`src/rtl/key_press_pkg.sv`:
```
// ---------------------------------------------------------------------------
// key_press_pkg
// Shared types and defaults for the key press conditioner.
//   key_state_t           : per-channel debounce state
//   DEFAULT_STABLE_TICKS  : consecutive equal samples needed to accept a level
//   DEFAULT_REPEAT_TICKS  : ticks between auto-repeat pulses while held
//   cnt_width()           : width of a counter that must hold values 0..n-1
// ---------------------------------------------------------------------------
package key_press_pkg;

  typedef enum logic [1:0] {
    RELEASED  = 2'd0,
    PRESSING  = 2'd1,
    HELD      = 2'd2,
    RELEASING = 2'd3
  } key_state_t;

  localparam int DEFAULT_STABLE_TICKS = 3;
  localparam int DEFAULT_REPEAT_TICKS = 8;

  // Never returns 0, so a counter for n == 1 still gets one bit.
  function automatic int cnt_width(input int n);
    return (n > 1) ? $clog2(n) : 1;
  endfunction

endpackage

```
`src/rtl/key_debounce_channel.sv`:
```
// ---------------------------------------------------------------------------
// key_debounce_channel
// One key: two-flop synchronizer, debounce FSM with stability counter and,
// when KEY_PRESS_CONDITIONER_AUTOREPEAT_EN is defined, an auto-repeat counter.
// Ports:
//   clock          in   system clock
//   reset          in   asynchronous active-low reset
//   tick_en        in   one-clock sampling strobe
//   key_n          in   raw asynchronous button, 0 = pressed
//   held           out  debounced level, 1 = pressed (registered)
//   press_pulse    out  one-clock pulse per accepted press (and per repeat)
//   release_pulse  out  one-clock pulse per accepted release
// ---------------------------------------------------------------------------
module key_debounce_channel
  import key_press_pkg::*;
#(
  parameter int STABLE_TICKS = DEFAULT_STABLE_TICKS,
  parameter int REPEAT_TICKS = DEFAULT_REPEAT_TICKS
) (
  input  logic clock,
  input  logic reset,
  input  logic tick_en,
  input  logic key_n,
  output logic held,
  output logic press_pulse,
  output logic release_pulse
);

  localparam int CW = cnt_width(STABLE_TICKS + 1);
  localparam logic [CW-1:0] CNT_ZERO = {CW{1'b0}};
  localparam logic [CW-1:0] CNT_ONE  = CW'(1);
  localparam logic [CW-1:0] CNT_LAST = CW'(STABLE_TICKS - 1);

  logic            sync1_r;
  logic            sync2_r;
  logic            sample_s;
  key_state_t      state_r;
  key_state_t      state_nxt_s;
  logic [CW-1:0]   cnt_r;
  logic [CW-1:0]   cnt_nxt_s;
  logic            press_fsm_s;
  logic            release_nxt_s;
  logic            rep_pulse_s;
  logic            held_r;
  logic            press_r;
  logic            release_r;

  assign sample_s = ~sync2_r;

  // Two-flop synchronizer; resets to the released level.
  always_ff @(posedge clock or negedge reset) begin
    if (!reset) begin
      sync1_r <= 1'b1;
      sync2_r <= 1'b1;
    end else begin
      sync1_r <= key_n;
      sync2_r <= sync1_r;
    end
  end

  // Debounce next-state: a level change is accepted only after
  // STABLE_TICKS consecutive ticks agree; any disagreeing tick restarts it.
  always_comb begin
    state_nxt_s   = state_r;
    cnt_nxt_s     = cnt_r;
    press_fsm_s   = 1'b0;
    release_nxt_s = 1'b0;
    if (tick_en) begin
      case (state_r)
        RELEASED: begin
          if (sample_s) begin
            if (STABLE_TICKS == 1) begin
              state_nxt_s = HELD;
              cnt_nxt_s   = CNT_ZERO;
              press_fsm_s = 1'b1;
            end else begin
              state_nxt_s = PRESSING;
              cnt_nxt_s   = CNT_ONE;
            end
          end else begin
            state_nxt_s = RELEASED;
          end
        end
        PRESSING: begin
          if (!sample_s) begin
            state_nxt_s = RELEASED;
            cnt_nxt_s   = CNT_ZERO;
          end else if (cnt_r == CNT_LAST) begin
            state_nxt_s = HELD;
            cnt_nxt_s   = CNT_ZERO;
            press_fsm_s = 1'b1;
          end else begin
            cnt_nxt_s = cnt_r + CNT_ONE;
          end
        end
        HELD: begin
          if (!sample_s) begin
            if (STABLE_TICKS == 1) begin
              state_nxt_s   = RELEASED;
              cnt_nxt_s     = CNT_ZERO;
              release_nxt_s = 1'b1;
            end else begin
              state_nxt_s = RELEASING;
              cnt_nxt_s   = CNT_ONE;
            end
          end else begin
            state_nxt_s = HELD;
          end
        end
        RELEASING: begin
          if (sample_s) begin
            state_nxt_s = HELD;
            cnt_nxt_s   = CNT_ZERO;
          end else if (cnt_r == CNT_LAST) begin
            state_nxt_s   = RELEASED;
            cnt_nxt_s     = CNT_ZERO;
            release_nxt_s = 1'b1;
          end else begin
            cnt_nxt_s = cnt_r + CNT_ONE;
          end
        end
        default: begin
          state_nxt_s = RELEASED;
          cnt_nxt_s   = CNT_ZERO;
        end
      endcase
    end else begin
      state_nxt_s = state_r;
      cnt_nxt_s   = cnt_r;
    end
  end

`ifdef KEY_PRESS_CONDITIONER_AUTOREPEAT_EN
  localparam int RW = cnt_width(REPEAT_TICKS);
  localparam logic [RW-1:0] REP_ZERO = {RW{1'b0}};
  localparam logic [RW-1:0] REP_ONE  = RW'(1);
  localparam logic [RW-1:0] REP_LAST = RW'(REPEAT_TICKS - 1);

  logic [RW-1:0] rep_r;
  logic [RW-1:0] rep_nxt_s;

  // Repeat counter: runs only on ticks that keep the key in HELD, pauses
  // while RELEASING, and restarts from zero on every (re-)entry to HELD.
  always_comb begin
    rep_nxt_s   = rep_r;
    rep_pulse_s = 1'b0;
    if (tick_en && (state_r == HELD) && (state_nxt_s == HELD)) begin
      if (rep_r == REP_LAST) begin
        rep_nxt_s   = REP_ZERO;
        rep_pulse_s = 1'b1;
      end else begin
        rep_nxt_s = rep_r + REP_ONE;
      end
    end else if ((state_nxt_s == HELD) && (state_r != HELD)) begin
      rep_nxt_s = REP_ZERO;
    end else begin
      rep_nxt_s = rep_r;
    end
  end

  // Repeat counter register.
  always_ff @(posedge clock or negedge reset) begin
    if (!reset) begin
      rep_r <= REP_ZERO;
    end else begin
      rep_r <= rep_nxt_s;
    end
  end
`else
  assign rep_pulse_s = 1'b0;
`endif

  // FSM state and registered outputs; held and pulses move on the same edge.
  always_ff @(posedge clock or negedge reset) begin
    if (!reset) begin
      state_r   <= RELEASED;
      cnt_r     <= CNT_ZERO;
      held_r    <= 1'b0;
      press_r   <= 1'b0;
      release_r <= 1'b0;
    end else begin
      state_r   <= state_nxt_s;
      cnt_r     <= cnt_nxt_s;
      held_r    <= (state_nxt_s == HELD) || (state_nxt_s == RELEASING);
      press_r   <= press_fsm_s | rep_pulse_s;
      release_r <= release_nxt_s;
    end
  end

  assign held          = held_r;
  assign press_pulse   = press_r;
  assign release_pulse = release_r;

endmodule

```
`src/rtl/key_press_conditioner.sv`:
```
// ---------------------------------------------------------------------------
// key_press_conditioner
// Converts NUM_KEYS bouncy active-low buttons into debounced levels and
// one-clock press/release pulses, sampled on rising edges of one
// divided-clock bit. Optional auto-repeat: KEY_PRESS_CONDITIONER_AUTOREPEAT_EN.
// Ports:
//   clock          in   system clock
//   reset          in   asynchronous active-low reset
//   tick_src       in   divided-clock bit, already in the clock domain
//   key_n          in   [NUM_KEYS] raw buttons, 0 = pressed
//   held           out  [NUM_KEYS] debounced level, 1 = pressed
//   press_pulse    out  [NUM_KEYS] one-clock pulse per accepted press
//   release_pulse  out  [NUM_KEYS] one-clock pulse per accepted release
// ---------------------------------------------------------------------------
module key_press_conditioner
  import key_press_pkg::*;
#(
  parameter int NUM_KEYS     = 4,
  parameter int STABLE_TICKS = DEFAULT_STABLE_TICKS,
  parameter int REPEAT_TICKS = DEFAULT_REPEAT_TICKS
) (
  input  logic                clock,
  input  logic                reset,
  input  logic                tick_src,
  input  logic [NUM_KEYS-1:0] key_n,
  output logic [NUM_KEYS-1:0] held,
  output logic [NUM_KEYS-1:0] press_pulse,
  output logic [NUM_KEYS-1:0] release_pulse
);

  logic tick_q_r;
  logic tick_en_s;

  // Previous tick_src value for rising-edge detection; tick_src is already
  // synchronous, so it needs no synchronizer.
  always_ff @(posedge clock or negedge reset) begin
    if (!reset) begin
      tick_q_r <= 1'b0;
    end else begin
      tick_q_r <= tick_src;
    end
  end

  assign tick_en_s = tick_src & ~tick_q_r;

  for (genvar k = 0; k < NUM_KEYS; k++) begin : g_key
    key_debounce_channel #(
      .STABLE_TICKS (STABLE_TICKS),
      .REPEAT_TICKS (REPEAT_TICKS)
    ) u_channel (
      .clock         (clock),
      .reset         (reset),
      .tick_en       (tick_en_s),
      .key_n         (key_n[k]),
      .held          (held[k]),
      .press_pulse   (press_pulse[k]),
      .release_pulse (release_pulse[k])
    );
  end

endmodule

```
`config.mk`:
```
export PLATFORM = sky130hd
export DESIGN_NAME = key_press_conditioner
export DESIGN_NICKNAME = d
export VERILOG_FILES = /design/src/rtl/key_press_pkg.sv /design/src/rtl/key_debounce_channel.sv /design/src/rtl/key_press_conditioner.sv
export SDC_FILE = /design/constraint.sdc
export NUM_CORES = 1
export LEC_CHECK = 0
export CORE_ASPECT_RATIO = 0.6
export CORE_MARGIN = 2
export CORE_UTILIZATION = 25
export DETAILED_ROUTE_END_ITERATION = 12
export PLACE_DENSITY_LB_ADDON = 0.08
export SETUP_SLACK_MARGIN = 0.05
export SLEW_MARGIN = 20
export SYNTH_ARGS = -nofsm -noshare
export SYNTH_HDL_FRONTEND = slang
export SYNTH_SLANG_ARGS = --single-unit
```
`constraint.sdc`:
```
create_clock -name clock -period 1.2 [get_ports clock]
set_input_delay 0.24 -clock clock [delete_from_list [all_inputs] [get_ports clock]]
set_output_delay 0.24 -clock clock [all_outputs]
set_load 0.02 [all_outputs]
```
==> impl_metrics.env <==
export IMPL_p_sw_uw=1190
export IMPL_cp_end_kind="register"
export IMPL_layout_common_cells="dfrtp_1, buf_2, buf_4"
export IMPL_min_period_ns=1.20
export IMPL_die_h_um=65.9
export IMPL_yosys_area_share_adder=0
export IMPL_wire_per_inst_um=12.2
export IMPL_nets=154
export IMPL_setup_tns_final_ns=-0.00389
export IMPL_cts_buffers_inserted=5
export IMPL_worstPathArrival_ns=1.42
export IMPL_firstDrtPassIters=4
export IMPL_ys_top_cells_by_area="dfrtp_1, dfstp_2, buf_4"
export IMPL_slew_headroom=0.799
export IMPL_place_congestion=0.665
export IMPL_synthDominantCellAreaShare=0.454
export IMPL_layout_drive_gt1_share=0.473
export IMPL_fin_crit_sh=1.00
export IMPL_clk_pin_slew_ns=0.07
export IMPL_synthArstFlopShare=1.00
export IMPL_violations="negative setup slack"
export IMPL_p_leak_uw=0.000893
export IMPL_die_area_um2=7070
export IMPL_drcViolationCount=0
export IMPL_cp_slowest_cell="dfrtp_1"
export IMPL_worst_pin_slew_ns=0.302
export IMPL_synth_seq_cells=37
export IMPL_instances_no_fill=232
export IMPL_clk_root_buffer_cell="clkbuf_8"
export IMPL_synth_simple_gate_area_frac=0.156
export IMPL_grt_pass1_vias=941
export IMPL_maxCapViolations=0
export IMPL_seq_power_share=0.503
export IMPL_setup_viol=1
export IMPL_fin_ws_ns=-0.00389
export IMPL_vias_per_cell=4.15
export IMPL_synthFlopType="dfrtp_1"
export IMPL_synth_distinct_cells=28
export IMPL_hpwl_mm=1.66
export IMPL_vias=962
export IMPL_swShare=0.322
export IMPL_hold_class="input pin to register"
export IMPL_num_rows=22
export IMPL_cpPeakStageDelay_ns=0.37
export IMPL_antenna_found_initial=0
export IMPL_status="finished with violations"
export IMPL_yosysTopAreaCell="dfrtp_1"
export IMPL_mostFrequentLayoutCell="dfrtp_1"
export IMPL_chipWidth_um=107
export IMPL_final_area_um2=1990
export IMPL_netlist_instances=122
export IMPL_avgSynthCellArea_um2=13.1
export IMPL_skew_ns=0.00929
export IMPL_initial_utilization=0.260
export IMPL_ir_worst_vdd_uv=503
export IMPL_worstSkewPairLatency_ns=0.30
export IMPL_timing_worst_setup_path_type="register to register"
export IMPL_pwr_share_comb=0.231
export IMPL_place_inst=215
export IMPL_synth_edf_count=0
export IMPL_synth_compound_area_share=0.113
export IMPL_timing_critical_path_required_ns=1.42
export IMPL_timing_hold_ws_ns=0.230
export IMPL_initialDrtViolationCount=27
export IMPL_power_density_nw_per_um2=1850
export IMPL_fmax_ghz=0.831
export IMPL_clock_sinks=37
export IMPL_area_growth_pct=24.7
export IMPL_slew_viol_final=0
export IMPL_htreeDepth=2
export IMPL_path_cells="and2b_4 > buf_12 > and2_4 > nor3b_4"
export IMPL_cts_tree="built"
export IMPL_dpl_instance_area_um2=1830
export IMPL_gr_total_overflow=0
export IMPL_hold_violations=0
export IMPL_grt_pass1_wl_mm=4.72
export IMPL_dp_slack_ns=-0.330
export IMPL_worst_setup_path_start_kind="register"
export IMPL_portBuffers=18
export IMPL_syn_nets=129
export IMPL_synth_xor_area_share=0.0329
export IMPL_rsz0062_at_grt="true"
export IMPL_synth_warnings=0
export IMPL_cp_max_fo=9
export IMPL_clock_power_share=0.266
export IMPL_p_int_uw=2490
export IMPL_grt_start_max_net_pins=27
export IMPL_grt_usage=0.0893
export IMPL_ctsLongestPathBuffers=2
export IMPL_antennaDiodeCount=0
export IMPL_synth_top_family_by_area="simple AND/OR/NAND/NOR gates"
export IMPL_core_um2=6140
export IMPL_io_pins=19
export IMPL_ant_nets=0
export IMPL_synth_area_mux_share=0.0251
export IMPL_synth_seq_area_share=0.586
export IMPL_drt_wl_total_mm=2.82
export IMPL_syn_area_um2=1600
-- state kept, by name, summed over array words and instances (netlist names) --
name,count
g_key.u_channel.press_pulse,4
g_key.u_channel.release_pulse,4
tick_q_r,1
g_key.u_channel.held,4
g_key.u_channel.sync2_r,4
g_key.u_channel.sync1_r,4
g_key.u_channel.cnt_r,8
g_key.u_channel.state_r,8
-- cell usage after synthesis, types with 4 or more instances --
library cell  instances
a31oi_1               4
mux2i_1               4
xnor2_1               4
nand2_1               6
or2_2                 4
and3_1                4
a21oi_1               6
buf_4                12
o21ai_1               6
a21oi_2               4
dfrtp_1              29
dfstp_2               8
nor3b_2               4
-- stage by stage --
stage | power (uW) | util
after detailed placement | 2680 | 0.298
after global routing | 3920 | 0.325
after CTS | 3690 | 0.318
final | 3680 | 0.325
after floorplan | 2460 | -
after global placement | 2660 | 0.298
-- final cells by class --
cell class	instances	area, um2
well taps	84	105
clock inverters	1	5.00
repair buffers	33	274
flip-flops and latches	37	938
clock buffers	7	96.3
fillers	634	4150
inverters	2	7.51
multi-input cells	68	567
-- layer usage --
layer	global-route usage	vias up	wire length (um)
met5	0	-	0
met4	0.0487	0	61
met3	0.0345	8	137
met2	0.126	14	1220
met1	0.117	471	1400
li1	-	469	-
-- repair_timing --
item                       4_1_cts  5_1_grt
setup endpoints to repair       27       23
hold endpoints to repair         8        0
hold buffers                     1        0
resized for setup               54        7
pin swaps                        3        3
setup buffers                    2        5
cloned                           1        0
-- logic make-up after synthesis --
logic type | count (synthesis)
muxes | 4
and+or+nand+nor | 30
AOI/OAI and AO/OA | 28
buffers and inverters | 17
xor gates and xnor gates | 6
DFF | 37
-- power groups by stage --
stage	Clock (uW)	Combinational [uW]	Sequential, uW
detailed placement	0	821	1860
floorplan	0	658	1800
finish	978	851	1850
global placement	0	802	1860
CTS	1010	825	1850
global route	1080	946	1900
-- final timing paths --
path | to | from | slack (ns) | cells after the start
worst max-delay path | g_key[0].u_channel.press_pulse | tick_q_r | -0.004 | 4
worst max register to register | g_key[0].u_channel.press_pulse | tick_q_r | -0.004 | 4
max in group asynchronous | g_key[0].u_channel.sync2_r | reset | 0.34 | 3
worst min-delay path | tick_q_r | tick_src | 0.23 | 1
worst min register to register | g_key[0].u_channel.sync2_r | g_key[0].u_channel.sync1_r | 0.36 | 0
min in group asynchronous | g_key[1].u_channel.held | reset | 0.36 | 2
-- worst max-delay path, delay by kind of cell, from the launching register on --
| kind | cells | cell delay [ns] |
|---|---|---|
| buf+inv | 1 | 0.13 |
| simple gates | 3 | 0.62 |
| flops | 1 | 0.37 |
(Power assumes the default switching activity.)
